`src/rtl/store_buffer_pkg.sv`:
```
// Shared definitions for the store buffer and the load path that reuses its entries.
//   WORD_BYTES    : bytes per stored word
//   store_entry_t : one buffered store {valid, addr, data}
//   store_tag_t   : the address-only view of an entry used for load matching
//   overlaps()    : true when two word accesses share at least one byte
package store_buffer_pkg;

    localparam int unsigned WORD_BYTES = 4;
    localparam int unsigned SB_ADDR_W  = 32;
    localparam int unsigned SB_DATA_W  = 32;

    typedef struct packed {
        logic                 valid;
        logic [SB_ADDR_W-1:0] addr;
        logic [SB_DATA_W-1:0] data;
    } store_entry_t;

    typedef struct packed {
        logic                 valid;
        logic [SB_ADDR_W-1:0] addr;
    } store_tag_t;

    // |a - b| < WORD_BYTES, computed modulo the address space.
    function automatic logic overlaps(input logic [SB_ADDR_W-1:0] a,
                                      input logic [SB_ADDR_W-1:0] b);
        logic [SB_ADDR_W-1:0] diff;
        diff = a - b;
        return (diff < SB_ADDR_W'(WORD_BYTES)) ||
               ((SB_ADDR_W'(0) - diff) < SB_ADDR_W'(WORD_BYTES));
    endfunction

endpackage

```
`src/rtl/store_buffer_if.sv`:
```
// Core/memory-side bundle of the store buffer.
//   store  : st_valid, st_addr, st_data -> st_ready
//   load   : ld_valid, ld_addr -> ld_hit, ld_fwd_data, ld_stall
//   memory : mem_busy -> mem_addr, mem_write_data, mem_write_en
//   status : count, empty, full
// master = core/memory side, slave = the buffer.
interface store_buffer_if #(
    parameter int unsigned ADDR_BUS_WIDTH = 32,
    parameter int unsigned DATA_BUS_WIDTH = 32,
    parameter int unsigned DEPTH          = 4
);
    localparam int unsigned CNT_W = $clog2(DEPTH) + 1;

    logic                      st_valid;
    logic [ADDR_BUS_WIDTH-1:0] st_addr;
    logic [DATA_BUS_WIDTH-1:0] st_data;
    logic                      st_ready;
    logic                      ld_valid;
    logic [ADDR_BUS_WIDTH-1:0] ld_addr;
    logic                      ld_hit;
    logic [DATA_BUS_WIDTH-1:0] ld_fwd_data;
    logic                      ld_stall;
    logic                      mem_busy;
    logic [ADDR_BUS_WIDTH-1:0] mem_addr;
    logic [DATA_BUS_WIDTH-1:0] mem_write_data;
    logic                      mem_write_en;
    logic [CNT_W-1:0]          count;
    logic                      empty;
    logic                      full;

    modport master (
        output st_valid, st_addr, st_data, ld_valid, ld_addr, mem_busy,
        input  st_ready, ld_hit, ld_fwd_data, ld_stall, mem_addr, mem_write_data,
               mem_write_en, count, empty, full
    );

    modport slave (
        input  st_valid, st_addr, st_data, ld_valid, ld_addr, mem_busy,
        output st_ready, ld_hit, ld_fwd_data, ld_stall, mem_addr, mem_write_data,
               mem_write_en, count, empty, full
    );

endinterface

```
`src/rtl/store_buffer_match.sv`:
```
// Combinational age-ordered load matcher.
//   tags     : address/valid view of every entry
//   head     : index of the oldest entry
//   ld_valid : load present; ld_addr its byte address
//   hit      : youngest overlapping entry is an exact match
//   stall    : youngest overlapping entry is only a partial overlap
//   fwd_idx  : index of the youngest overlapping entry
module store_buffer_match
    import store_buffer_pkg::*;
#(
    parameter int unsigned DEPTH = 4
) (
    input  store_tag_t                 tags [DEPTH],
    input  logic [$clog2(DEPTH)-1:0]   head,
    input  logic                       ld_valid,
    input  logic [SB_ADDR_W-1:0]       ld_addr,
    output logic                       hit,
    output logic                       stall,
    output logic [$clog2(DEPTH)-1:0]   fwd_idx
);
    localparam int unsigned PTR_W = $clog2(DEPTH);

    logic             found;
    logic             exact;
    logic [PTR_W-1:0] idx;

    // Walk oldest to youngest so the last overlap seen is the youngest one; it alone decides
    // whether the load can be served (a younger partial store hides any older exact match).
    always_comb begin
        found   = 1'b0;
        exact   = 1'b0;
        fwd_idx = '0;
        idx     = '0;
        for (int unsigned k = 0; k < DEPTH; k++) begin
            idx = head + PTR_W'(k);
            if (tags[idx].valid && overlaps(ld_addr, tags[idx].addr)) begin
                found   = 1'b1;
                exact   = (tags[idx].addr == ld_addr);
                fwd_idx = idx;
            end
        end
        hit   = ld_valid && found && exact;
        stall = ld_valid && found && !exact;
    end

endmodule

```
`src/rtl/store_buffer.sv`:
```
// Posted-write store buffer in front of a single-port data memory.
//   clk, rst_n : clock, asynchronous active-low reset
//   bus        : store_buffer_if.slave (store accept, load forwarding, memory drain, status)
// Stores are retired in FIFO order whenever mem_busy is low; loads that hit a pending
// store are forwarded from the buffer or stalled on partial overlap.
module store_buffer
    import store_buffer_pkg::*;
#(
    parameter int unsigned ADDR_BUS_WIDTH = SB_ADDR_W,
    parameter int unsigned DATA_BUS_WIDTH = SB_DATA_W,
    parameter int unsigned DEPTH          = 4
) (
    input logic           clk,
    input logic           rst_n,
    store_buffer_if.slave bus
);
    localparam int unsigned PTR_W = $clog2(DEPTH);
    localparam int unsigned CNT_W = PTR_W + 1;

    logic [PTR_W-1:0]          head_q, head_d;
    logic [PTR_W-1:0]          tail_q, tail_d;
    logic [CNT_W-1:0]          count_q, count_d;
    logic [DEPTH-1:0]          valid_q, valid_d;
    logic [ADDR_BUS_WIDTH-1:0] addr_q [DEPTH];
    logic [DATA_BUS_WIDTH-1:0] data_q [DEPTH];

    store_entry_t entries [DEPTH];
    store_tag_t   tags    [DEPTH];
    logic         full;
    logic         empty;
    logic         push;
    logic         pop;
    logic         ld_hit;
    logic         ld_stall;
    logic [PTR_W-1:0] fwd_idx;

    // Occupancy flags come from registered state only, so a drain in the same cycle
    // never lets a store in while full.
    assign full  = (count_q == CNT_W'(DEPTH));
    assign empty = (count_q == '0);
    assign push  = bus.st_valid && !full;
    // Gated by count_q, so an asynchronous reset drops the write enable without an edge.
    assign pop   = !empty && !bus.mem_busy;

    always_comb begin
        for (int unsigned i = 0; i < DEPTH; i++) begin
            entries[i].valid = valid_q[i];
            entries[i].addr  = addr_q[i];
            entries[i].data  = data_q[i];
            tags[i].valid    = entries[i].valid;
            tags[i].addr     = entries[i].addr;
        end
    end

    always_comb begin
        head_d  = head_q;
        tail_d  = tail_q;
        count_d = count_q;
        valid_d = valid_q;
        // Push and pop never target the same slot: a push needs !full, a pop needs !empty.
        if (push) begin
            valid_d[tail_q] = 1'b1;
            tail_d          = tail_q + PTR_W'(1);
        end
        if (pop) begin
            valid_d[head_q] = 1'b0;
            head_d          = head_q + PTR_W'(1);
        end
        case ({push, pop})
            2'b10:   count_d = count_q + CNT_W'(1);
            2'b01:   count_d = count_q - CNT_W'(1);
            default: count_d = count_q;
        endcase
    end

    always_ff @(posedge clk or negedge rst_n) begin
        if (!rst_n) begin
            head_q  <= '0;
            tail_q  <= '0;
            count_q <= '0;
            valid_q <= '0;
        end else begin
            head_q  <= head_d;
            tail_q  <= tail_d;
            count_q <= count_d;
            valid_q <= valid_d;
        end
    end

    // Payload needs no reset; valid_q qualifies it.
    always_ff @(posedge clk) begin
        if (push) begin
            addr_q[tail_q] <= bus.st_addr;
            data_q[tail_q] <= bus.st_data;
        end
    end

    store_buffer_match #(
        .DEPTH (DEPTH)
    ) u_match (
        .tags     (tags),
        .head     (head_q),
        .ld_valid (bus.ld_valid),
        .ld_addr  (bus.ld_addr),
        .hit      (ld_hit),
        .stall    (ld_stall),
        .fwd_idx  (fwd_idx)
    );

    assign bus.st_ready       = !full;
    assign bus.count          = count_q;
    assign bus.empty          = empty;
    assign bus.full           = full;
    assign bus.mem_write_en   = pop;
    assign bus.mem_addr       = entries[head_q].addr;
    assign bus.mem_write_data = entries[head_q].data;
    assign bus.ld_hit         = ld_hit;
    assign bus.ld_stall       = ld_stall;
    assign bus.ld_fwd_data    = entries[fwd_idx].data;

endmodule

```
`src/flat_wrapper.sv`:
```
// flat-port wrapper written by rule: the top's interface ports become plain ports
module store_buffer_flat import store_buffer_pkg::*;
#(
    parameter int unsigned ADDR_BUS_WIDTH = SB_ADDR_W,
    parameter int unsigned DATA_BUS_WIDTH = SB_DATA_W,
    parameter int unsigned DEPTH          = 4
)
  (clk, rst_n, bus_st_valid, bus_st_addr, bus_st_data, bus_ld_valid, bus_ld_addr, bus_mem_busy, bus_st_ready, bus_ld_hit, bus_ld_fwd_data, bus_ld_stall, bus_mem_addr, bus_mem_write_data, bus_mem_write_en, bus_count, bus_empty, bus_full);
  store_buffer_if #(.ADDR_BUS_WIDTH(ADDR_BUS_WIDTH), .DATA_BUS_WIDTH(DATA_BUS_WIDTH), .DEPTH(DEPTH)) bus_i ();
  input logic clk;
  input logic rst_n;
  input wire logic [$bits(bus_i.st_valid)-1:0] bus_st_valid;
  input wire logic [$bits(bus_i.st_addr)-1:0] bus_st_addr;
  input wire logic [$bits(bus_i.st_data)-1:0] bus_st_data;
  input wire logic [$bits(bus_i.ld_valid)-1:0] bus_ld_valid;
  input wire logic [$bits(bus_i.ld_addr)-1:0] bus_ld_addr;
  input wire logic [$bits(bus_i.mem_busy)-1:0] bus_mem_busy;
  output wire logic [$bits(bus_i.st_ready)-1:0] bus_st_ready;
  output wire logic [$bits(bus_i.ld_hit)-1:0] bus_ld_hit;
  output wire logic [$bits(bus_i.ld_fwd_data)-1:0] bus_ld_fwd_data;
  output wire logic [$bits(bus_i.ld_stall)-1:0] bus_ld_stall;
  output wire logic [$bits(bus_i.mem_addr)-1:0] bus_mem_addr;
  output wire logic [$bits(bus_i.mem_write_data)-1:0] bus_mem_write_data;
  output wire logic [$bits(bus_i.mem_write_en)-1:0] bus_mem_write_en;
  output wire logic [$bits(bus_i.count)-1:0] bus_count;
  output wire logic [$bits(bus_i.empty)-1:0] bus_empty;
  output wire logic [$bits(bus_i.full)-1:0] bus_full;
  assign bus_i.st_valid = bus_st_valid;
  assign bus_i.st_addr = bus_st_addr;
  assign bus_i.st_data = bus_st_data;
  assign bus_i.ld_valid = bus_ld_valid;
  assign bus_i.ld_addr = bus_ld_addr;
  assign bus_i.mem_busy = bus_mem_busy;
  assign bus_st_ready = bus_i.st_ready;
  assign bus_ld_hit = bus_i.ld_hit;
  assign bus_ld_fwd_data = bus_i.ld_fwd_data;
  assign bus_ld_stall = bus_i.ld_stall;
  assign bus_mem_addr = bus_i.mem_addr;
  assign bus_mem_write_data = bus_i.mem_write_data;
  assign bus_mem_write_en = bus_i.mem_write_en;
  assign bus_count = bus_i.count;
  assign bus_empty = bus_i.empty;
  assign bus_full = bus_i.full;
  store_buffer #(.ADDR_BUS_WIDTH(ADDR_BUS_WIDTH), .DATA_BUS_WIDTH(DATA_BUS_WIDTH), .DEPTH(DEPTH)) u_core (.clk(clk), .rst_n(rst_n), .bus(bus_i));
endmodule
```
`config.mk`:
```
export PLATFORM = sky130hd
export DESIGN_NAME = store_buffer_flat
export DESIGN_NICKNAME = d
export VERILOG_FILES = /design/src/rtl/store_buffer_pkg.sv /design/src/rtl/store_buffer_if.sv /design/src/rtl/store_buffer_match.sv /design/src/rtl/store_buffer.sv /design/src/flat_wrapper.sv
export SDC_FILE = /design/constraint.sdc
export NUM_CORES = 1
export LEC_CHECK = 0
export BUFFER_PORTS_ARGS = -buffer_cell sky130_fd_sc_hd__clkbuf_2
export CELL_PAD_IN_SITES_DETAIL_PLACEMENT = 1
export CELL_PAD_IN_SITES_GLOBAL_PLACEMENT = 2
export CORE_ASPECT_RATIO = 0.9
export CORE_MARGIN = 2
export CORE_UTILIZATION = 36
export CTS_CLUSTER_SIZE = 16
export DETAILED_ROUTE_END_ITERATION = 6
export GPL_TIMING_DRIVEN = 0
export PLACE_DENSITY_LB_ADDON = 0.15
export SYNTH_ARGS = -nofsm -noshare
export SYNTH_HDL_FRONTEND = slang
export SYNTH_SLANG_ARGS = --single-unit
```
`constraint.sdc`:
```
create_clock -name clk -period 14.3 [get_ports clk]
set_input_delay 0.715 -clock clk [delete_from_list [all_inputs] [get_ports clk]]
set_output_delay 0.715 -clock clk [all_outputs]
set_load 0.01 [all_outputs]
```
; Yosys cells after proc, flatten, opt, wreduce, memory -nomap -nowiden
; Memory sizes are Yosys's and may differ from the RTL's.
; Index checks and enable logic that the tools add are counted.
[op_classes]
addsub = 14
muxes = 39
reduce_logical = 21
n_lt_le_gt_ge = 17
eq_ne = 7
bitwise = 8
[ops]
columns = cell, n
row1 = binary-select mux 33 bit (select 2 bit), 4
row2 = two-way mux 33 bit, 8
row3 = binary-select mux 65 bit (select 2 bit), 2
row4 = "less-than comparator 32 x 3 -> 1 bit, second input constant", 8
row5 = == test 32 bit, 4
row6 = two-way mux 64 bit, 2
row7 = "subtractor 1 x 32 -> 32 bit, first input constant", 4
row8 = subtractor 32 bit, 4
row9 = two-way mux 32 bit, 2
row10 = ">= comparator 3 bit, second input constant", 5
row11 = NOT 2 -> 3 bit, 5
row12 = two-way mux 1 bit, 12
row13 = logical AND 1 bit, 11
row14 = two-way mux 2 bit, 4
row15 = two-way mux 4 bit, 2
row16 = "less-than comparator 2 x 3 -> 1 bit, second input constant", 2
row17 = one-hot mux 3 bit (2 select lines), 1
row18 = "adder 2 x 1 -> 2 bit, second input constant", 2
row19 = "adder 2 bit, second input constant", 2
row20 = bitwise AND 4 bit, 1
row21 = demux 1 bit (select 2 bit), 2
row22 = ">= comparator 2 x 1 -> 1 bit, second input constant", 2
row23 = zero test 1 bit, 4
row24 = logical OR 1 bit, 4
row25 = 9 further kinds, 9
[totals]
mem_bits_rw = 256
in_bits = 101
output_inout_bits = 105
regBits = 11
mem_count = 2
wordCells = 112
[memory_table]
columns = name, depth, word_bits, rd, rd_clocked_by_memory_dff, wr, line_no
row1 = u_core.addr_q, 4, 32, 4, 0, 1, store_buffer.sv:24  ; logic [ADDR_BUS_WIDTH-1:0] addr_q [DEPTH];
row2 = u_core.data_q, 4, 32, 4, 0, 1, store_buffer.sv:25  ; logic [DATA_BUS_WIDTH-1:0] data_q [DEPTH];

; Depth between registers and ports, before layout
; Gate-level depths: netlist of the first run.
[depth]
word_depth = 17
mapped_depth = 32
mapped_depth_nobuf = 20

; Modules after synthesis
; Synthesis of the first run repeated with hierarchy kept, for this count alone.
[hier_totals]
cells_unflattened = 2258
hier_area_um2 = 24379.6
[by_module_without_submodules]
columns = mod, cells_per_inst, area_per_inst_um2, n_inst, seq_area_each_um2
row1 = store_buffer_match, 1834, 13743.2, 1, 0.0
row2 = store_buffer, 424, 10636.5, 1, 7962.6

; Least setup slack after synthesis of the first run
; Ideal clock, no wire load.
[synth_timing]
kind = register to output
startpoint = register u_core.head_q[0]
endpoint = output port bus_ld_fwd_data[12]
arrival_time_ns = 8.255
n_path_buf = 10
path_slack_ns = 5.330
t_required_ns = 13.585
stages_incl_launch_ff = 31
path_cell_list = dfrtp_1 clkbuf_1 clkbuf_1 inv_1 clkbuf_1 clkbuf_1 ha_1 clkbuf_1 buf_1 clkbuf_1 clkbuf_1 mux4_2 ha_1 fa_1 nand2b_1 a21oi_1 a2111oi_0 o31ai_1 xor2_1 nor4_1 nor3b_1 and2_0 or3b_2 a2111oi_0 a311o_2 and2_1 clkbuf_1 clkbuf_1 o31ai_1 a221o_1 o21ai_1
[synth_rtl]
columns = item, line_no
row1 = "start, declared", store_buffer.sv:20  ; logic [PTR_W-1:0] head_q, head_d;
row2 = "start signal, assigned", store_buffer.sv:78  ; head_q <= '0;
row3 = "start signal, assigned", store_buffer.sv:83  ; head_q <= head_d;
row4 = adder 2 bit (*), store_buffer_match.sv:35  ; idx = head + PTR_W'(k);
row5 = via u_core.u_match.idx[0], store_buffer_match.sv:25  ; logic [PTR_W-1:0] idx;
row6 = NOT 2 -> 3 bit (not written as such), store_buffer_match.sv:36  ; if (tags[idx].valid && overlaps(ld_addr, tags[idx].addr)) begin
row7 = binary-select mux 33 bit (select 2 bit), store_buffer_match.sv:36
row8 = two-way mux 33 bit (not written as such) (2 in a row), store_buffer_match.sv:36
row9 = subtractor 32 bit, store_buffer_pkg.sv:27  ; diff = a - b;
row10 = subtractor 1 x 32 -> 32 bit, store_buffer_pkg.sv:29  ; ((SB_ADDR_W'(0) - diff) < SB_ADDR_W'(WORD_BYTES));
row11 = less-than comparator 32 x 3 -> 1 bit, store_buffer_pkg.sv:29
row12 = logical OR 1 bit, store_buffer_pkg.sv:28  ; return (diff < SB_ADDR_W'(WORD_BYTES)) ||
row13 = logical AND 1 bit, store_buffer_match.sv:36
row14 = two-way mux 2 bit (*), store_buffer_match.sv:36
row15 = NOT 2 -> 3 bit (not written as such) (*), store_buffer.sv:119  ; assign bus.ld_fwd_data = entries[fwd_idx].data;
row16 = binary-select mux 65 bit (select 2 bit) (*), store_buffer.sv:119
row17 = two-way mux 32 bit (not written as such) (*) (2 in a row), store_buffer.sv:119
row18 = "end, declared", flat_wrapper.sv:20  ; output wire logic [$bits(bus_i.ld_fwd_data)-1:0] bus_ld_fwd_data;
; The timed path passes the listed nets; every way through them passes the cells marked *. The select of a mux whose other input is x is not followed.

; Final worst setup path of the first run
[layout_timing]
startpoint = register u_core.head_q[0]
endpoint = output port bus_ld_fwd_data[6]
; The elaborated chain is that of the path after synthesis.

==> results of run 1 <==
per-stage QoR:
step                      hold slack [ns]  setup slack [ns]  util, %
after floorplan                    0.4194             5.330        -
after global placement             0.5071             1.589    39.50
after detailed placement           0.5143             1.363    39.68
after CTS                         0.02341            0.6974    41.15
after global routing              0.04565            0.2091    41.15
final                             0.04310            0.9575    41.15
timing repair:
action,in CTS,in global routing
hold buffers,0,0
endpoints found under the setup margin,0,32
buffers inserted,0,0
hold endpoints to repair,0,0
gates resized for setup,0,2
worst paths after layout:
kind,slack [ns],start,endpoint,depth (start not counted)
worst max-delay path,0.96,u_core.head_q[0],bus_ld_fwd_data[6],31
worst min register to register,0.52,u_core.bus.count[2],u_core.bus.count[2],1
worst min-delay path,0.04,rst_n,u_core.bus.count[2],1
worst max register to register,9.08,u_core.head_q[0],u_core.head_q[1],12
min in group clk,0.36,bus_st_data[15],u_core.data_q[3][15],1
max in group asynchronous,14.00,rst_n,u_core.valid_q[1],1
routing by layer:
metal | vias up | GRT usage [%] | wire length, microns
met5 | - | 0 | 145
met4 | 22 | 11.41 | 4906
met3 | 211 | 5.151 | 8126
met2 | 966 | 48.95 | 54400
met1 | 13420 | 39.85 | 50580
li1 | 11940 | - | -
layout make-up:
| class | count | area, sq um |
|---|---|---|
| Buffer | 176 | 738.2 |
| Clock buffer | 40 | 873.3 |
| Clock inverter | 14 | 205.2 |
| Fill cell | 8571 | 43190 |
| Inverter | 200 | 750.7 |
| Multi-Input combinational cell | 2301 | 17330 |
| Sequential cell | 267 | 7963 |
| Tap cell | 960 | 1201 |
| Timing Repair Buffer | 209 | 1136 |
registers in the layout, summed over array words and instances, names as in the netlist:
| name | flops |
|---|---|
| u_core.head_q | 2 |
| u_core.bus.count | 3 |
| u_core.data_q | 128 |
| u_core.valid_q | 4 |
| u_core.tail_q | 2 |
| u_core.addr_q | 128 |
cells in the final DEF, fill, tap and decap left out, types with 28 or more instances in the layout:
master,count
nor2_1,101
nor3_1,44
o21ai_1,35
a211oi_1,34
nand4_1,47
a31oi_1,47
and2_1,41
a21oi_1,193
clkbuf_16,34
o21ai_0,228
a221o_1,38
nand2_1,274
edfxtp_1,256
mux4_2,102
xor2_1,28
a21o_1,81
nand3_1,60
mux2_2,36
inv_1,199
or3_1,99
o31ai_1,46
nor4_1,36
clkbuf_2,207
ha_1,133
mux2i_1,107
clkbuf_1,133
o31a_1,36
xnor2_1,54
kinds of logic after synthesis:
kind of cell | Yosys count
and+or+nand+nor | 860
muxes | 245
adders and majority gates | 138
buffers and inverters | 376
AOI/OAI and AO/OA | 976
DFF | 267
xor gates and xnor gates | 82
==> impl_metrics.ini, run 1 <==
[worst_setup_path]
slowest_stage = clkbuf_1
worstSetupEndpointType = output pin
critPathBufInv = 13
cp_top_family = buffers and inverters
criticalPathCategory = flop to output pin
crit_arrival_ns = 12.63
crit_top_cell = clkbuf_1
cp-start-kind = flop
max_stage_delay_ns = 0.80
cp.required_ns = 13.59
crit_fanout = 11

[synthesis]
synth_simple_gate_area_share_pct = 16.74
synthAdderAreaFrac_pct = 6.592
ys_top_cells_by_count = nand2_1 (274), edfxtp_1 (256), o21ai_0 (228), inv_1 (199), a21oi_1 (193)
synth_mux_area_share_pct = 14.10
dominantRegCellSynth = edfxtp_1
synth_seq_cells = 267
postSynthCellCount = 2944
synth.area.top_cells = edfxtp_1 (29%), mux4_2 (8.6%), ha_1 (6.2%)
synth_cell_types = 96
async_reset_ff_share_pct = 4.120
synth_area_per_cell_sq_um = 9.090
synthesis.area_sq_um = 26760
synth_top_family_by_area = compound AO/OA/AOI/OAI gates
synth_edf_count = 256
yosys.area.top_type = edfxtp_1
synth_xor_area_share_pct = 2.684
synth.most_common_cell = nand2_1
yosys_warnings = 0
ys_seq_area_share_pct = 29.75
synth_top_area_share_pct = 28.73
synth_compound_area_share_pct = 24.57
synth_fp_nets = 3183

[cts]
cts.path.max_buffers = 3
clk_latency_ns = 0.56
cts-root-buf = clkbuf_16
clk_pin_slew_worst_paths_ns = 0.06
numClockSinks = 267
cts_buffers = 34
cts_max_level = 2
cts_tree = built

[floorplan]
rows = 94
ioPinCount = 206
die_area_sq_um = 76540
initial_utilization_pct = 36.47
coreArea_sq_um = 73390
die_width_microns = 291.4
die_y_microns = 262.7

[layout]
diodes = 0
drive_gt1_share_pct = 14.59
finalNonFillerCells = 4167
stdcell_area_sq_um = 30200
nNetsFinal = 3428
syn_to_final_growth_pct = 12.84

[timing]
rsz0062_at_grt = no
maxSlewViolCount = 0
final-hold-violation-count = 0
worstMarginPinSlew_ns = 1.242
fmax_mhz = 74.95
period_minus_slack_ns = 13.34
fin_crit_sh_pct = 93.30
finalClockSkew_ns = 0.02957
setup_violations = 0
slew_headroom_pct = 17.23
finalSetupTns_ns = 0

[route]
drcViolationCount = 0
vias = 26550
drt_pre_antenna_iters = 6
via_per_inst = 6.372
wl_per_cell_microns = 28.36
drtIter0Drc = 1976
drt-total-wl_microns = 118200
final_antenna_net_count = 0

[global_routing]
grt_usage_pct = 30.04
grt_max_degree = 47
gr-total-overflow = 0
grt_pass1_vias = 27080
antenna_found_initial = 12
grt_pass1_wl_microns = 174600

[placed_design]
dp_cells = 4113
dpl.hpwl_microns = 93480
gp_congestion = 0.9078
io_buffers = 205
placed_cell_area_sq_um = 29120

[worst_hold_path]
hp-class = primary input to asynchronous set/reset pin

[status]
status = finished, final reports clean

[job]
maxCapViolCount = 0
Power of run 1 is not shown: default switching activity piles up to over one toggle a cycle in this logic, so the estimate is an artifact.
==> inputs of run 2 (changes only) <==
Settings changed: CORE_ASPECT_RATIO 0.9 to 0.6, TNS_END_PERCENT from default to 5.
==> impl_metrics.ini, run 2 (synthesis results as in run 1) <==
[status]
status = finished, final reports clean

[worst_setup_path]
worstSetupEndpointType = output pin
slowest_stage = clkbuf_1
r2r_start = u_core.head_q[0]
criticalPathCategory = flop to output pin
r2r_slack_ns = 8.87
crit_top_cell = clkbuf_1
crit_fanout = 11
cp.required_ns = 13.59
max_stage_delay_ns = 0.76
worstReg2RegEnd = u_core.head_q[1]
reg2reg_depth = 12
crit_arrival_ns = 12.88
cp-start-kind = flop

[placed_design]
dpl.hpwl_microns = 102300
io_buffers = 205
gp_congestion = 0.9694

[route]
via_per_inst = 6.497
wl_per_cell_microns = 30.24
drt-total-wl_microns = 127200
vias = 27320
drtIter0Drc = 3288
drcViolationCount = 0
drt_pre_antenna_iters = 6
final_antenna_net_count = 0

[timing]
finalClockSkew_ns = 0.02126
fmax_mhz = 73.58
fin_crit_sh_pct = 95.04
setup_violations = 0
worstMarginPinSlew_ns = 1.324
final-hold-violation-count = 0
period_minus_slack_ns = 13.59
slew_headroom_pct = 11.70
maxSlewViolCount = 0
finalSetupTns_ns = 0
rsz0062_at_grt = no

[floorplan]
coreArea_sq_um = 73610
die_y_microns = 215.2
rows = 77
die_width_microns = 356.0
ioPinCount = 206
die_area_sq_um = 76610
initial_utilization_pct = 36.36

[cts]
clk_pin_slew_worst_paths_ns = 0.07
cts_buffers = 30
cts_resized = 0
numClockSinks = 267
post_cts_buffers = 0
cts.path.max_buffers = 3
hold_buffers = 0
cts-root-buf = clkbuf_16
clk_latency_ns = 0.63
cts_tree = built
cts_max_level = 1

[worst_hold_path]
hp-class = primary input to asynchronous set/reset pin

[global_routing]
grt_pass1_vias = 26650
grt_pass1_wl_microns = 185000
grt_usage_pct = 32.33
antenna_found_initial = 12
grt_max_degree = 42
grt-busiest-layer = met1
gr-total-overflow = 0
grt.met1_usage_pct = 51.51
grtUsageMet2_pct = 43.17
use_met3_pct = 8.119

[layout]
reg.largest.list = u_core.addr_q x128, u_core.data_q x128, u_core.valid_q x4
drive_gt1_share_pct = 14.74
nNetsFinal = 3425
syn_to_final_growth_pct = 12.71
multi_input_comb_area_sq_um = 17330
final_common_cell = nand2_1
final_cell_mix = nand2_1 (274), edfxtp_1 (256), o21ai_0 (228)
regArea_sq_um = 7963
fill_cells = 8604

[job]
maxCapViolCount = 0
==> run 2: cell count changes in the layout (fill, tap and decap cells not counted), sizes merged <==
cell / previous run / this run
bufinv: 4 / 3
clkbuf: 374 / 370
clkinv: 7 / 16
clkinvlp: 1 / 0
diode: 0 / 8
==> run 2: critical path, delay by kind of cell (launching register included) <==
family,cells,cell delay [ns]
and+or+nand+nor,4,1.31
xor gates and xnor gates,1,0.21
adders and majority gates,3,1.15
AOI/OAI and AO/OA,9,2.83
DFF,1,0.39
muxes,1,0.50
buffers and inverters,13,5.83
==> run 2: area by class of cell <==
| class | count | area share, % |
|---|---|---|
| tap | 987 | 4.094 |
| sequential | 267 | 26.40 |
| clock buffer | 35 | 2.622 |
| timing repair buffer | 210 | 3.783 |
| inverter | 200 | 2.489 |
| buffer | 176 | 2.451 |
| clock inverter | 21 | 0.6388 |
| multi-input combinational | 2301 | 57.46 |
| antenna | 8 | 0.06637 |
==> run 2: layer usage <==
metal	share of wire, %	wire length [microns]	vias up
met5	0.0094	12	-
met4	1.7	2161	2
met3	11	13630	130
met2	39	49570	1385
met1	49	61770	13870
li1	-	-	11940
==> run 2: per-stage QoR <==
stage / hold slack [ns] / instance area, sq um / utilization [%] / setup WS [ns] / std cells
after CTS: 0.004777 / 30140 / 40.94 / 0.4722 / 4196
after detailed placement: 0.5203 / 29150 / 39.61 / 1.179 / 4140
after global placement: 0.5113 / 29020 / 39.43 / 1.335 / 4136
after floorplan: 0.4194 / 26760 / - / 5.330 / 2944
final: 0.01563 / 30160 / 40.98 / 0.7095 / 4205
after global routing: 0.01792 / 30150 / 40.97 / 0.1287 / 4201
==> run 2: worst max path at each step <==
stage | start | endpoint | slack, ns | cells after the start
6_report | u_core.head_q[0] | bus_ld_fwd_data[23] | 0.71 | 31
5_1_grt | u_core.head_q[0] | bus_ld_fwd_data[31] | 0.13 | 31
3_5_place_dp | u_core.head_q[0] | bus_ld_fwd_data[26] | 1.18 | 32
3_3_place_gp | u_core.head_q[0] | bus_ld_fwd_data[26] | 1.34 | 32
4_1_cts | u_core.head_q[0] | bus_ld_fwd_data[9] | 0.47 | 32
2_1_floorplan | u_core.head_q[0] | bus_ld_fwd_data[12] | 5.33 | 30
Power of run 2 is left out for the same reason.
